==> config.mk <==
export PLATFORM = sky130hd
export DESIGN_NAME = exec_ctrl
export DESIGN_NICKNAME = d
export VERILOG_FILES = /design/src/rtl/exec_ctrl.sv
export SDC_FILE = /design/constraint.sdc
export NUM_CORES = 1
export LEC_CHECK = 0
export CAP_MARGIN = 20
export CORE_AREA = 2 2 176 178
export CTS_BUF_LIST = sky130_fd_sc_hd__clkbuf_4
export DETAILED_ROUTE_END_ITERATION = 7
export DIE_AREA = 0 0 178 180
export DONT_BUFFER_PORTS = 1
export HOLD_SLACK_MARGIN = 0.08
export PLACE_DENSITY = 0.53
export SLEW_MARGIN = 0
export SYNTH_ARGS = -nofsm -noshare
export SYNTH_HDL_FRONTEND = slang
export SYNTH_SLANG_ARGS = --single-unit
==> constraint.sdc <==
create_clock -name clk -period 4.9 [get_ports clk]
set_clock_uncertainty 0.15 [all_clocks]
set_input_delay 0.49 -clock clk [delete_from_list [all_inputs] [get_ports clk]]
set_output_delay 0.49 -clock clk [all_outputs]
set_load 0.05 [all_outputs]
==> src/rtl/exec_ctrl.sv <==
// Execute-stage controller: holds one decoded op, drives the ALU until it
// completes, then presents the result to the memory stage.
module exec_ctrl #(
    parameter int CNT_W = 32
) (
    input  logic             clk,
    input  logic             reset,
    input  logic             in_valid,
    output logic             in_ready,
    input  logic [4:0]       in_ctrl,
    input  logic [63:0]      in_a,
    input  logic [63:0]      in_b,
    input  logic [4:0]       in_rd,
    input  logic             in_wen,
    input  logic             flush,
    output logic [63:0]      alu_a,
    output logic [63:0]      alu_b,
    output logic [4:0]       alu_ctrl,
    output logic             alu_en,
    input  logic [63:0]      alu_result,
    input  logic             alu_compl,
    output logic             out_valid,
    input  logic             out_ready,
    output logic [63:0]      out_result,
    output logic [4:0]       out_rd,
    output logic             out_wen,
    output logic [CNT_W-1:0] stall_cnt,
    output logic [1:0]       dbg_state
);

    typedef enum logic [1:0] {
        S_IDLE = 2'd0,
        S_BUSY = 2'd1,
        S_DONE = 2'd2
    } state_t;

    state_t state;
    state_t state_nxt;

    logic       accept;
    logic       complete;
    logic       stall;
    logic [4:0] op_rd;
    logic       op_wen;

    // Both ports use valid/ready: a transfer happens on a rising edge where
    // valid and ready are both 1; the producer holds its payload until then.
    always_comb begin
        in_ready = reset && !flush &&
                   ((state == S_IDLE) || ((state == S_DONE) && out_ready));
    end

    assign accept   = in_valid && in_ready;
    assign complete = (state == S_BUSY) && alu_compl && !flush;
    // A flushed wait cycle is still time spent waiting on the ALU.
    assign stall    = (state == S_BUSY) && !alu_compl;

    always_ff @(posedge clk or negedge reset) begin
        if (!reset) begin
            state <= S_IDLE;
        end else begin
            state <= state_nxt;
        end
    end

    always_comb begin
        state_nxt = state;
        if (flush) begin
            state_nxt = S_IDLE;
        end else begin
            case (state)
                S_IDLE: if (accept) state_nxt = S_BUSY;
                S_BUSY: if (alu_compl) state_nxt = S_DONE;
                S_DONE: if (out_ready) state_nxt = accept ? S_BUSY : S_IDLE;
                default: state_nxt = S_IDLE;
            endcase
        end
    end

    // alu_en is low in DONE, so it always drops for a cycle between ops.
    always_comb begin
        alu_en    = (state == S_BUSY);
        out_valid = (state == S_DONE);
        dbg_state = state;
    end

    always_ff @(posedge clk or negedge reset) begin
        if (!reset) begin
            alu_a    <= '0;
            alu_b    <= '0;
            alu_ctrl <= '0;
            op_rd    <= '0;
            op_wen   <= 1'b0;
        end else if (accept) begin
            alu_a    <= in_a;
            alu_b    <= in_b;
            alu_ctrl <= in_ctrl;
            op_rd    <= in_rd;
            op_wen   <= in_wen;
        end
    end

    always_ff @(posedge clk or negedge reset) begin
        if (!reset) begin
            out_result <= '0;
            out_rd     <= '0;
            out_wen    <= 1'b0;
        end else if (complete) begin
            out_result <= alu_result;
            out_rd     <= op_rd;
            out_wen    <= op_wen;
        end
    end

    always_ff @(posedge clk or negedge reset) begin
        if (!reset) begin
            stall_cnt <= '0;
        end else if (stall && (stall_cnt != '1)) begin
            stall_cnt <= stall_cnt + CNT_W'(1);
        end
    end

endmodule

[After elaboration in Yosys (flattened, before gate mapping)]
Index checks and enable logic that the tools add are counted.
Storage, ports and cells
  input bits: 209
  register bits after elaboration: 243
Cells by class
  $add $sub $neg: 1
  reductions and logical operators: 13
  muxes and demuxes: 6
  equal/unequal tests: 6
Operator list (count)
  adder 32 x 1 -> 32 bit (second input constant): 1
  != test 32 bit (second input constant): 1
  logical AND 1 bit: 8
  2-to-1 mux 2 bit: 4
  != test 3 x 2 -> 1 bit (second input constant): 2
  case mux 2 bit (3 select lines): 1
  != test 3 bit (second input constant): 1
  AND reduction 3 bit: 1
  == test 2 x 1 -> 1 bit (second input constant): 1
  == test 2 bit (second input constant): 1
  zero test 1 bit: 2
  zero test 2 bit: 1
  logical OR 1 bit: 1
  2-to-1 mux 1 bit: 1

[Longest topological paths before layout]
  depth in word-level cells: 9
  depth in mapped cells: 6
  mapped depth without buffers: 6

[Worst setup path after synthesis]
No wires, ideal clock.
  path kind: register to register
  start: register state[1] (netlist: dbg_state[1])
  end: register alu_a[0]
  library setup time: 0.128 ns
  clock period less this slack: 2.994 ns
  stages on the path, launching flop included: 7
  data arrival time: 2.717 ns
  data required time: 4.622 ns
  path slack: 1.906 ns
  path through: dfrtp_1 > nor2b_1 > nor4b_2 > nand2_1 > buf_2 > buf_2 > mux2_1
Between the ends
  word-level cells in the longest chain between the ends: 5
RTL lines
  start: declaration: line 37  | state_t state;
  start signal: assignment: line 62  | state <= state_nxt;
  == test 2 bit: line 50  | ((state == S_IDLE) || ((state == S_DONE) && out_ready));
  logical AND 1 bit: line 50
  logical OR 1 bit *: line 50
  logical AND 1 bit *: line 49  | in_ready = reset && !flush &&
  net in_ready: line 9  | output logic in_ready,
  logical AND 1 bit *: line 53  | assign accept = in_valid && in_ready;
  end signal: assignment: line 95  | alu_a <= in_a;
  end: declaration: line 16  | output logic [63:0] alu_a,
The timed path passes the listed nets; every way through them passes the cells marked *.
A chain may end at the register's enable or synchronous reset.

[Worst setup path after layout]
  start: register state[1] (netlist: dbg_state[1])
  end: register alu_b[8]
Between the ends
  word-level cells in the longest chain between the ends: 5
RTL lines
  == test 2 bit: line 50
  logical AND 1 bit: line 50
  logical OR 1 bit *: line 50
  logical AND 1 bit *: line 49
  logical AND 1 bit *: line 53
  end signal: assignment: line 96  | alu_b <= in_b;
  end: declaration: line 17  | output logic [63:0] alu_b,
Every way passes the cells marked *; elsewhere a longest branch is shown, timed or not.

==> metrics.md <==
| Metric | Value |
|---|---|
| Outcome | finished, violations left |
| Violations in the final reports | hold timing |
| First-pass GRT wire length | 38000 um |
| CTS HTree Levels | 3 |
| Most frequent standard cell in the layout excluding fill and tap cells | dfrtp_1 |
| Kind of launch point of the worst setup path | flop |
| Power density over the cells | 534 nW/um^2 |
| Class of the tightest hold or removal check | in2async |
| Worst-Margin Slew | 1.06 ns |
| Drt pass-1 iters | 4 |
| Die X-Extent | 178 um |
| Minimum clock period | 2.90 ns |
| Top area cells in the synthesized netlist | dfrtp_1 65%, mux2_2 13%, mux2_1 12%, xnor2_1 1.9%, buf_2 1.2% |
| Antenna violations before repair | 4 |
| Number of antenna-violating nets in the routed design | 0 |
| Starting utilization of the core area | 0.311 |
| Post-cts repair resize count | 0 |
| Num rows | 64 |
| Simple-gate share of the synthesized area | 0.0518 |
| Reg-to-reg endpoint | alu_b[8] |
| Die height | 180 um |
| Top fanout value on the critical path | 53 |
| CTS Root Buffer Type | clkbuf_4 |
| Compound-cell area share of the yosys netlist | 0.0135 |
| Setup bufs post-CTS | 0 |
| Detailed-placement wirelength estimate | 16300 um |
| Critical path capture point type | flop |
| DRC Markers | 0 |
| Minimum setup slack among reg-to-reg paths | 2.00 ns |
| Top-area cell type share of the netlist area | 0.647 |
| Maximum number of pins on one net before global-route repair | 245 |
| Adder-Cell Fraction of Synth Area | 0.00133 |
| Utilization of the core after routing | 0.423 |
| Critical path class | reg2reg |
| Average detailed-routed wire length per instance | 19.3 um |
| Sum of negative setup slack | 0 ns |
| Clock buffer count from CTS | 67 |
| RSZ-0062 raised after global routing | false |
| CTS clock-pin slew for the worst setup and hold paths | 0.06 ns |
| Clock Sinks | 243 |
| Maximum clock path buffer count | 3 |
| Part of the Yosys area used for sequential elements | 0.647 |
| Total track usage | 0.152 |
| Multiplexer share of the synthesized area | 0.253 |
| Power, Total | 0.00682 W |
| Synth area leader | dfrtp_1 |
| DRC violation total after the first TritonRoute iteration | 236 |
| Crit path launch | dbg_state[1] |
| Cells after synthesis | 599 |
| Seq. cell area | 6080 sq um |
| Placeable Area | 30200 sq um |
| Fraction of final layout cells sized beyond drive strength 1 | 0.252 |
| Headroom to the max-slew limit | 0.289 |
| Mapped Area | 9390 sq um |
| Leading cell types in the layout, fill and taps excluded | 243 x dfrtp_1, 207 x dlygate4sd3_1, 112 x mux2_2 |
| Critical Path End | alu_b[8] |
| Yosys warnings | 0 |
| Library cells used by synthesis | 36 |
| Via total after detailed routing | 6089 |
| Relative area change from synthesis to final layout | 36.0% |
| Routed vias/inst | 4.68 |
| Via count of the first global-routing pass | 6897 |
| Fraction of the cycle the final worst path needs | 0.592 |
| Area post-placement | 9870 sq um |
| Number of pins exceeding their max-slew limit in the final report | 0 |
| Combinational family with the most area after synthesis | multiplexers |
| Synth Area in XOR/XNOR | 0.0205 |
| Post-synthesis area per instance | 15.7 sq um |
| Area of the multi-input gates | 3200 sq um |
| Post-Synthesis Net Count | 809 |
| Post-detailed-routing wire length | 25100 um |
| # Max-Cap Violations | 0 |
| Worst Path Arrival | 3.24 ns |
| Highest achievable clock rate | 345 MHz |
| Worst r2r path cells | 6 |
| Number of top-level pins | 449 |
| Count of buffers from port buffering | 0 |
| Worst reg2reg startpoint | dbg_state[1] |
| Fill cells | 2658 |
| Worst VDD drop | 0.000338 V |
| Final cell area excluding filler cells | 12800 sq um |
| Total congestion overflow | 0 |
| CTS tree | done |
| Count of final hold-check violations | 243 |
| # hold bufs at CTS | 207 |
| Final net count | 1068 |
| Yosys reg bits | 243 |
| Clk_lat worst skew | 0.65 ns |
| Data required, critical path | 5.24 ns |
| Worst hold margin | -0.609 ns |
| Static leakage | 5.48 nW |
| Final setup vio count | 0 |
| Routability congestion estimate | 0.793 |
| Area of the die | 32000 sq um |
## report_power, final
group	total, W	internal [W]	switching (W)	leakage [nW]
Sequential	0.00443	0.00243	0.00200	2.95
Clock	0.00179	0.000953	0.000837	0.480
Combinational	0.000602	0.000417	0.000185	2.06
Total	0.00682	0.00380	0.00302	5.48
## cells in the mapped netlist (all sizes together)
library cell and count:
nand3 15, a31oi 3, a211oi 1, a2bb2oi 1, nor4 1, nand2b 2
nand4 12, dfrtp 243, mux2 211, nand2 17, a21o 1, ha 1
and4 2, nand4b 1, clkbuf 1, nor3b 2, a21oi 2, or2 1
and2 1, nor4b 1, and3 5, buf 22, nor2 13, xnor2 20
inv 1, and3b 1, nor2b 4, xor2 2, o311ai 3, o21ai 4
a2111oi 1, nor3 4
## flip-flops by register name (all words and copies together) (netlist names)
| signal | count |
|---|---|
| out_rd | 5 |
| alu_b | 64 |
| alu_a | 64 |
| stall_cnt | 32 |
| out_result | 64 |
| dbg_state | 2 |
| op_rd | 5 |
| out_wen | 1 |
| op_wen | 1 |
| alu_ctrl | 5 |
## critical path, stage by stage, from the launching register on
cell and delay (ns):
dfrtp_1 0.73, nor2b_1 0.23, nor4b_2 0.06, buf_4 0.22, nand2_4 0.56, buf_12 0.34, mux2_1 0.37
## final cells by class
type / count / share of cell area
Inverter: 1 / 0.000294
Clock buffer: 89 / 0.0523
Antenna cell: 4 / 0.000784
Multi-Input combinational cell: 332 / 0.251
Clock inverter: 24 / 0.0123
Tap cell: 396 / 0.0388
Sequential cell: 243 / 0.476
Timing Repair Buffer: 213 / 0.169
## routing by layer
layer / GRT usage / up-vias / wire, um
met1: 0.151 / 2982 / 8610
met4: 0.0708 / 0 / 741
li1: - / 2693 / -
met3: 0.0630 / 60 / 2630
met5: 0 / - / 0
met2: 0.272 / 354 / 13100
## kinds of logic after synthesis
kind of cell / Yosys count
and+or+nand+nor: 82
xor gates and xnor gates: 22
buffers and inverters: 24
DFF: 243
AOI/OAI and AO/OA: 16
muxes: 211
adders and majority gates: 1
## through the flow
step	cells	setup slack [ns]
final	1302	2.00
after global routing	1302	1.82
after CTS	1298	1.93
after detailed placement	978	2.03
after global placement	977	1.84
after floorplan	599	1.91
## worst min path at each step
stage / cells past startpoint / slack, ns / end
2_1_floorplan: 0 / 0.04 / alu_a[0]
3_3_place_gp: 0 / 0.05 / stall_cnt[23]
3_5_place_dp: 0 / 0.05 / stall_cnt[28]
4_1_cts: 0 / -0.71 / stall_cnt[22]
5_1_grt: 0 / -0.71 / alu_b[10]
6_report: 0 / -0.61 / stall_cnt[23]
(Power assumes the default switching activity.)
